### config.mk
export PLATFORM = sky130hd
export DESIGN_NAME = dmem_mmio_flat
export DESIGN_NICKNAME = d
export VERILOG_FILES = /design/src/rtl/dmem_mmio_if.sv /design/src/rtl/dmem_mmio.sv /design/src/flat_wrapper.sv
export SDC_FILE = /design/constraint.sdc
export NUM_CORES = 2
export LEC_CHECK = 0
export ABC_AREA = 1
export CAP_MARGIN = 40
export CORE_AREA = 2 2 463 465
export CTS_BUF_LIST = sky130_fd_sc_hd__clkbuf_8 sky130_fd_sc_hd__clkbuf_16
export DETAILED_ROUTE_END_ITERATION = 7
export DIE_AREA = 0 0 465 467
export PLACE_DENSITY = 0.68
export SLEW_MARGIN = 20
export SYNTH_ARGS = -nofsm -noshare
export SYNTH_HDL_FRONTEND = slang
export SYNTH_SLANG_ARGS = --single-unit
### constraint.sdc
create_clock -name clk -period 2.9 [get_ports clk]
set_clock_uncertainty 0.2 [all_clocks]
set_input_delay 0.58 -clock clk [delete_from_list [all_inputs] [get_ports clk]]
set_output_delay 0.58 -clock clk [all_outputs]
set_load 0.02 [all_outputs]
### src/rtl/dmem_mmio_if.sv
// Memory bus between the core and dmem_mmio: one access per cycle,
// combinational read data, writes committed on the rising clock edge.
interface dmem_mmio_if;
  logic        we;
  logic [3:0]  be;
  logic [31:0] a;
  logic [31:0] wd;
  logic [31:0] rd;

  modport master (output we, be, a, wd, input rd);
  modport slave  (input we, be, a, wd, output rd);
endinterface

### src/rtl/dmem_mmio.sv
// Data memory with a memory-mapped peripheral window: byte-lane RAM,
// switches, LEDs, 7-segment registers, debounced Enter key, cycle counter, fault capture.
module dmem_mmio #(
  parameter int unsigned DEPTH   = 64,
  parameter int unsigned SW_W    = 10,
  parameter int unsigned LED_W   = 10,
  parameter int unsigned DEB_CYC = 4,
  parameter logic [31:0] IO_BASE = 32'hC000_0000
) (
  input  logic             clk,
  input  logic             reset_n,
  dmem_mmio_if.slave       bus,
  input  logic [SW_W-1:0]  switches,
  input  logic             Enter,
  output logic [LED_W-1:0] leds,
  output logic [7:0]       disp_num,
  output logic [3:0]       disp_let,
  output logic             fault
);

  localparam int unsigned AW    = $clog2(DEPTH);
  localparam int unsigned CNT_W = $clog2(DEB_CYC);

  localparam logic [2:0] OFF_SW    = 3'd0;
  localparam logic [2:0] OFF_LED   = 3'd1;
  localparam logic [2:0] OFF_DNUM  = 3'd2;
  localparam logic [2:0] OFF_DLET  = 3'd3;
  localparam logic [2:0] OFF_ENTER = 3'd4;
  localparam logic [2:0] OFF_CYC   = 3'd5;
  localparam logic [2:0] OFF_FADDR = 3'd6;

  logic [31:0]      mem_q [DEPTH];

  logic [SW_W-1:0]  sw_s1_q, sw_s2_q;
  logic             en_s1_q, en_s2_q;
  logic [CNT_W-1:0] cnt_q, cnt_d;
  logic             db_q, db_d;
  logic             flag_q, flag_d;
  logic [LED_W-1:0] leds_q, leds_d;
  logic [7:0]       dnum_q, dnum_d;
  logic [3:0]       dlet_q, dlet_d;
  logic [31:0]      cyc_q, cyc_d;
  logic             fault_q, fault_d;
  logic [31:0]      faddr_q, faddr_d;

  logic           ram_sel_c, io_sel_c, oor_c, io_we_c;
  logic [AW-1:0]  ram_idx_c;
  logic [2:0]     io_off_c;

  // Address decode; RAM wins if the IO window were ever placed inside it.
  assign ram_sel_c = (bus.a < 32'(4 * DEPTH));
  assign io_sel_c  = !ram_sel_c && (bus.a[31:5] == IO_BASE[31:5]);
  assign oor_c     = !ram_sel_c && !io_sel_c;
  assign io_we_c   = bus.we && io_sel_c;
  assign ram_idx_c = bus.a[AW+1:2];
  assign io_off_c  = bus.a[4:2];

  // RAM has no reset so its contents survive reset_n.
  always_ff @(posedge clk) begin
    if (bus.we && ram_sel_c) begin
      for (int i = 0; i < 4; i++) begin
        if (bus.be[i]) mem_q[ram_idx_c][8*i +: 8] <= bus.wd[8*i +: 8];
      end
    end
  end

  // Read mux.
  always_comb begin
    bus.rd = 32'h0;
    if (ram_sel_c) begin
      bus.rd = mem_q[ram_idx_c];
    end else if (io_sel_c) begin
      case (io_off_c)
        OFF_SW:    bus.rd = 32'(sw_s2_q);
        OFF_LED:   bus.rd = 32'(leds_q);
        OFF_DNUM:  bus.rd = 32'(dnum_q);
        OFF_DLET:  bus.rd = 32'(dlet_q);
        OFF_ENTER: bus.rd = {30'h0, db_q, flag_q};
        OFF_CYC:   bus.rd = cyc_q;
        OFF_FADDR: bus.rd = faddr_q;
        default:   bus.rd = 32'h0;
      endcase
    end
  end

  // Next-state for registers, debouncer, press flag and fault capture.
  always_comb begin
    leds_d  = leds_q;
    dnum_d  = dnum_q;
    dlet_d  = dlet_q;
    cyc_d   = cyc_q + 32'd1;
    cnt_d   = cnt_q;
    db_d    = db_q;
    flag_d  = flag_q;
    fault_d = fault_q;
    faddr_d = faddr_q;

    if (io_we_c) begin
      case (io_off_c)
        OFF_LED:  leds_d = bus.wd[LED_W-1:0];
        OFF_DNUM: dnum_d = bus.wd[7:0];
        OFF_DLET: dlet_d = bus.wd[3:0];
        OFF_CYC:  cyc_d  = bus.wd;
        default:  ;
      endcase
    end

    if (en_s2_q == db_q) begin
      cnt_d = '0;
    end else if (cnt_q == CNT_W'(DEB_CYC - 1)) begin
      db_d  = ~db_q;
      cnt_d = '0;
    end else begin
      cnt_d = cnt_q + CNT_W'(1);
    end

    // A rising edge of the debounced level outranks a same-cycle clear.
    if (io_we_c && (io_off_c == OFF_ENTER) && bus.wd[0]) flag_d = 1'b0;
    if (db_d && !db_q) flag_d = 1'b1;

    if (oor_c && bus.we) begin
      fault_d = 1'b1;
      if (!fault_q) faddr_d = bus.a;
    end
  end

  always_ff @(posedge clk or negedge reset_n) begin
    if (!reset_n) begin
      sw_s1_q <= '0;
      sw_s2_q <= '0;
      en_s1_q <= 1'b0;
      en_s2_q <= 1'b0;
      cnt_q   <= '0;
      db_q    <= 1'b0;
      flag_q  <= 1'b0;
      leds_q  <= '0;
      dnum_q  <= '0;
      dlet_q  <= '0;
      cyc_q   <= '0;
      fault_q <= 1'b0;
      faddr_q <= '0;
    end else begin
      sw_s1_q <= switches;
      sw_s2_q <= sw_s1_q;
      en_s1_q <= Enter;
      en_s2_q <= en_s1_q;
      cnt_q   <= cnt_d;
      db_q    <= db_d;
      flag_q  <= flag_d;
      leds_q  <= leds_d;
      dnum_q  <= dnum_d;
      dlet_q  <= dlet_d;
      cyc_q   <= cyc_d;
      fault_q <= fault_d;
      faddr_q <= faddr_d;
    end
  end

  assign leds     = leds_q;
  assign disp_num = dnum_q;
  assign disp_let = dlet_q;
  assign fault    = fault_q;

endmodule
### src/flat_wrapper.sv
// flat-port wrapper written by rule: the top's interface ports become plain ports
module dmem_mmio_flat 
#(
  parameter int unsigned DEPTH   = 64,
  parameter int unsigned SW_W    = 10,
  parameter int unsigned LED_W   = 10,
  parameter int unsigned DEB_CYC = 4,
  parameter logic [31:0] IO_BASE = 32'hC000_0000
)
  (clk, reset_n, switches, Enter, leds, disp_num, disp_let, fault, bus_we, bus_be, bus_a, bus_wd, bus_rd);
  dmem_mmio_if bus_i ();
  input  logic clk;
  input  logic reset_n;
  input  logic [SW_W-1:0] switches;
  input  logic Enter;
  output logic [LED_W-1:0] leds;
  output logic [7:0] disp_num;
  output logic [3:0] disp_let;
  output logic fault;
  input wire logic [$bits(bus_i.we)-1:0] bus_we;
  input wire logic [$bits(bus_i.be)-1:0] bus_be;
  input wire logic [$bits(bus_i.a)-1:0] bus_a;
  input wire logic [$bits(bus_i.wd)-1:0] bus_wd;
  output wire logic [$bits(bus_i.rd)-1:0] bus_rd;
  assign bus_i.we = bus_we;
  assign bus_i.be = bus_be;
  assign bus_i.a = bus_a;
  assign bus_i.wd = bus_wd;
  assign bus_rd = bus_i.rd;
  dmem_mmio #(.DEPTH(DEPTH), .SW_W(SW_W), .LED_W(LED_W), .DEB_CYC(DEB_CYC), .IO_BASE(IO_BASE)) u_core (.clk(clk), .reset_n(reset_n), .bus(bus_i), .switches(switches), .Enter(Enter), .leds(leds), .disp_num(disp_num), .disp_let(disp_let), .fault(fault));
endmodule
# Yosys cells after proc, flatten, opt, wreduce, memory -nomap -nowiden
# Memories as Yosys holds them, arrays and structs flattened.
# Index checks and enable logic that the tools add are counted.
# classes
eq_ne,9
add_sub_neg,2
n_mux,23
n_reduce_logical,17
order_cmp,1
bitwise,2
# op_table
op,count
one-hot mux 32 bit (7 select lines),1
2-to-1 mux 32 bit,4
"adder 32 x 1 -> 32 bit, second input constant",1
"< comparator 32 x 9 -> 1 bit, second input constant",1
"== test 27 bit, second input constant",1
2-to-1 mux 1 bit,16
"== test 3 bit, second input constant",3
logical AND 1 bit,8
AND reduction 2 bit,4
"== test 3 x 2 -> 1 bit, second input constant",2
2-to-1 mux 2 bit,2
"== test 3 x 1 -> 1 bit, second input constant",1
zero test 1 bit,3
zero test 3 bit,1
"adder 2 x 1 -> 2 bit, second input constant",1
"== test 2 bit, second input constant",1
NOT 1 bit,2
nonzero test 2 bit,1
== test 1 bit,1
# word_totals
memories,1
elab_cells,68
register_bits,113
ramBits,2048
# memory_table
name,words,width,read_ports,rd_clocked_by_memory_dff,wr,line_no,source
u_core.mem_q,64,32,1,0,1,dmem_mmio.sv:32,logic [31:0] mem_q [DEPTH];

# Longest topological paths before layout
# logic_depth
depth_word,8
ltp_mapped,13
mapped_depth_nobuf,10

# Worst setup path before layout
# Ideal clock, no wire load.
# synth_timing
kind,in2out
startpoint,input port bus_a[13]
endpoint,output port bus_rd[3]
stages,8
path_slack_ns,0.292
arrival_time_ns,1.828
path_buffers,1
required_ns,2.120
path_cell_list,nor2_1 nand3_1 nor2_1 nand2_1 nor3_1 clkbuf_1 o21ai_0 nand2_1
# synth_between
elab_chain_cells,5
# synth_lines
item,line_no,source
start: declaration,flat_wrapper.sv:22,input wire logic [$bits(bus_i.a)-1:0] bus_a;
< comparator 32 x 9 -> 1 bit,dmem_mmio.sv:51,assign ram_sel_c = (bus.a < 32'(4 * DEPTH));
zero test 1 bit,dmem_mmio.sv:52,assign io_sel_c = !ram_sel_c && (bus.a[31:5] == IO_BASE[31:5]);
logical AND 1 bit,dmem_mmio.sv:52,
2-to-1 mux 32 bit,dmem_mmio.sv:72,end else if (io_sel_c) begin
2-to-1 mux 32 bit (*),dmem_mmio.sv:70,if (ram_sel_c) begin
end: declaration,flat_wrapper.sv:24,output wire logic [$bits(bus_i.rd)-1:0] bus_rd;
# Every way passes the cells marked *; elsewhere a longest branch is shown, timed or not.

# Worst setup path in the final report
# layout_timing
startpoint,input port bus_a[2]
endpoint,output port bus_rd[21]
# The elaborated chain is that of the path after synthesis.

==> impl_metrics.py <==
metrics = {
    "floorplanning": {
        "die_h_um": 467,
        "io_pins": 137,
        "coreArea_um2": 212000,
        "rows": 169,
        "dieWidth_um": 465,
        "dieArea_um2": 217000,
        "initial_core_util": 0.449,
    },
    "timing": {
        "finalHoldViolations": 0,
        "report.final.slew_viol_count": 0,
        "relSlewSlack": 0.369,
        "period_needed_ns": 3.52,
        "worst_slack_ns": -0.618,
        "tightestPinTransition_ns": 0.947,
        "rsz0062_at_grt": "yes",
        "finalCritPeriodShare": 1.21,
        "tns_ns": -15.92,
        "setup_viol": 32,
        "fmax_mhz": 284,
    },
    "layout": {
        "fin_util": 0.562,
        "drive_above_1_share": 0.194,
        "layout.nets": 10600,
        "area_growth_pct": 25.3,
    },
    "setup_path": {
        "required_ns": 2.12,
        "crit_top_cell": "buf_16",
        "cpPeakStageDelay_ns": 0.21,
        "slowest_stage": "o211ai_1",
        "critPathKind": "input port to primary output",
        "cp_max_fo": 8,
        "crit_chain": "buf_16, buf_12, buf_16, buf_16, buf_8, buf_4, o211ai_1, nand2_1, o21ai_2, nand2_2, nor2_4, nand2_4, nand2_2, nand2_4, buf_6",
        "cp.arrival_ns": 2.74,
        "path_delay_family": "buffers and inverters",
        "critPathLaunchType": "input port",
        "end_kind": "primary output",
        "crit_buf_inv": 7,
    },
    "clock_tree": {
        "clk_pin_slew_ns": 0.06,
        "cts_tree": "done",
        "clk_latency_ns": 0.86,
        "cts_buffer_depth": 3,
        "h-tree-depth": 4,
        "cts.sinks": 2161,
        "cts_buffers": 212,
        "root_buffer": "clkbuf_16",
    },
    "grt": {
        "grt_max_degree": 66,
        "grtUsageMet1": 0.349,
        "first_global_vias": 67100,
        "antenna_found_initial": 16,
        "grt-busiest-layer": "met2",
        "grt_pass1_wl_um": 426000,
        "met2_usage": 0.413,
        "grt_usage": 0.263,
        "use_met3": 0.0527,
        "grt_overflow": 0,
    },
    "placed_design": {
        "pre_cts_ws_ns": -1.74,
        "io_buffer_count": 136,
        "dp_hpwl_um": 191000,
        "gp_congestion": 0.948,
    },
    "status": {
        "outcome": "finished, violations left",
        "violations": "setup timing",
    },
    "synth": {
        "ys_types": 37,
        "synth_fa_ha_area_frac": 0.000263,
        "synthXorXnorAreaFrac": 0.00221,
        "synthFlopType": "edfxtp_1",
        "synth_top_area_frac": 0.648,
        "synth_commonest_cells": "nand2_1, edfxtp_1, inv_1, nand3_1, nor2_1",
        "syn_area_per_cell_um2": 9.99,
        "synth.area.top_cells": "edfxtp_1, nand2_1, inv_1, nand3_1, dfrtp_1",
        "ys_warn_count": 0,
        "syn-cell-area_um2": 95000,
        "synth_top_family_by_area": "simple AND/OR/NAND/NOR gates",
        "yosysSeqAreaShare": 0.677,
        "yosys.area_share.simple": 0.197,
        "synth_compound_area_frac": 0.0229,
        "yosys.area.top_type": "edfxtp_1",
        "synthMuxAreaShare": 0,
        "synth_most_common_cell": "nand2_1",
        "async_flop_share": 0.0523,
        "syn_inst": 9505,
        "synth-edff-count": 2048,
        "syn_nets": 9589,
        "synth-seq-cells": 2161,
    },
    "detailed_routing": {
        "drt_pass1_iterations": 6,
        "drc": 0,
        "antenna_left": 0,
        "drt-total-wl_um": 297000,
        "dr_total_vias": 70100,
        "routedWlPerCell_um": 21.9,
        "drt_iter0_drc": 8589,
        "vias_per_cell": 5.18,
    },
    "power": {
        "ir_worst_vdd_mv": 0.651,
        "cellLeakagePower_nw": 52.8,
        "power_density_nw_per_um2": 558,
    },
    "job": {
        "max-cap-violations": 0,
    },
    "worst_hold_path": {
        "worstHoldPathType": "input port to register",
    },
}
==> sequential cells by signal, indices dropped and copies added, names as in the netlist <==
name / flops
u_core.sw_s2_q: 10
u_core.cyc_q: 32
u_core.mem_q: 2048
u_core.sw_s1_q: 10
u_core.fault: 1
u_core.cnt_q: 2
u_core.disp_let: 4
u_core.db_q: 1
u_core.leds: 10
u_core.disp_num: 8
u_core.en_s1_q: 1
u_core.flag_q: 1
u_core.en_s2_q: 1
u_core.faddr_q: 32
==> cells in the final DEF (no fill, tap or decap), types with 13 or more instances in the layout <==
cell type,instances
o21ai_4,13
clkinv_2,45
inv_1,1969
or2_4,24
buf_2,36
o211ai_1,32
o21ai_0,124
buf_4,764
buf_12,163
o21ai_1,104
nor2_4,30
nand2_4,55
dfrtp_1,113
edfxtp_1,2048
bufinv_16,19
nand2_2,171
buf_6,86
dlygate4sd3_1,24
nand2_1,2701
clkbuf_16,236
nand3_2,61
clkinv_1,61
nor2_1,384
bufbuf_16,14
buf_16,42
nor3_1,17
nand3_1,924
nor2_2,28
xor2_1,22
clkdlybuf4s50_1,54
or2_2,83
buf_8,27
o21ai_2,123
==> worst reg2reg max path, stage by stage, from the launching register on <==
cell and delay [ns]:
dfrtp_1 0.44, ha_1 0.26, nand2_1 0.09, nor2_1 0.10, buf_4 0.15, nand3_1 0.16, nor2_1 0.40, nand2_1 0.13
xor2_1 0.16, nand2_1 0.06, nand2_1 0.05
==> per-layer routing <==
layer	wire length, um	vias to the layer above
met5	46	-
met3	30000	689
met2	136000	3626
li1	-	32200
met4	16500	8
met1	114000	33600
==> metrics by stage <==
step | cells | hold slack [ns] | power [mW] | cell area [um2]
finish | 13500 | 0.0456 | 66.4 | 119000
detailed placement | 12900 | 0.135 | 38.8 | 106000
CTS | 13400 | 0.00346 | 66.1 | 116000
global placement | 12900 | 0.137 | 38.8 | 106000
floorplan | 9505 | 0.0844 | 36.5 | 95000
global route | 13500 | 0.0282 | 68.1 | 119000
==> cell type report <==
type                            instances  area (um2)
Fill cell                           17000       92700
Antenna cell                            3        7.51
Clock buffer                          216        5380
Tap cell                             2821        3530
Sequential cell                      2161       64300
Inverter                             1947        7350
Timing Repair Buffer                 1245       13600
Multi-Input combinational cell       4969       23300
Clock inverter                        183        1450
==> timing repair <==
action,CTS,global route
hold endpoints to repair,167,0
hold buffers,24,0
endpoints found under the setup margin,554,32
setup buffers,58,91
gates cloned,30,22
gates resized for setup,681,492
pin swaps,119,215
==> power by group <==
part	internal, mW	switching (mW)	leakage, nW
clock network	15.2	12.0	3.50
logic	1.86	3.21	29.4
registers	34.2	0.0178	19.8
total	51.2	15.2	52.8
==> cells by family (layout without fill, tap and decap cells) <==
logic type               Yosys count  in the layout
AND/OR/NAND/NOR                 4529           4529
buffers and inverters           2375           3591
flip-flops                      2161           2161
AO/OA/AOI/OAI                    414            414
XOR/XNOR                          24             24
adder cells (fa/ha/maj)            2              2
other                              0              3
==> path summary, 6_finish.rpt <==
kind / startpoint / end / slack [ns] / cells past startpoint
max in group asynchronous: reset_n / u_core.faddr_q[17] / 1.65 / 3
worst max register to register: u_core.cyc_q[0] / u_core.cyc_q[24] / 0.59 / 10
worst min register to register: u_core.sw_s1_q[3] / u_core.sw_s2_q[3] / 0.14 / 0
worst max-delay path: bus_a[2] / bus_rd[21] / -0.62 / 15
min in group asynchronous: reset_n / u_core.sw_s2_q[8] / 0.14 / 2
worst min-delay path: bus_wd[21] / u_core.mem_q[3][21] / 0.05 / 1
Power figures use the tool's default switching activity.
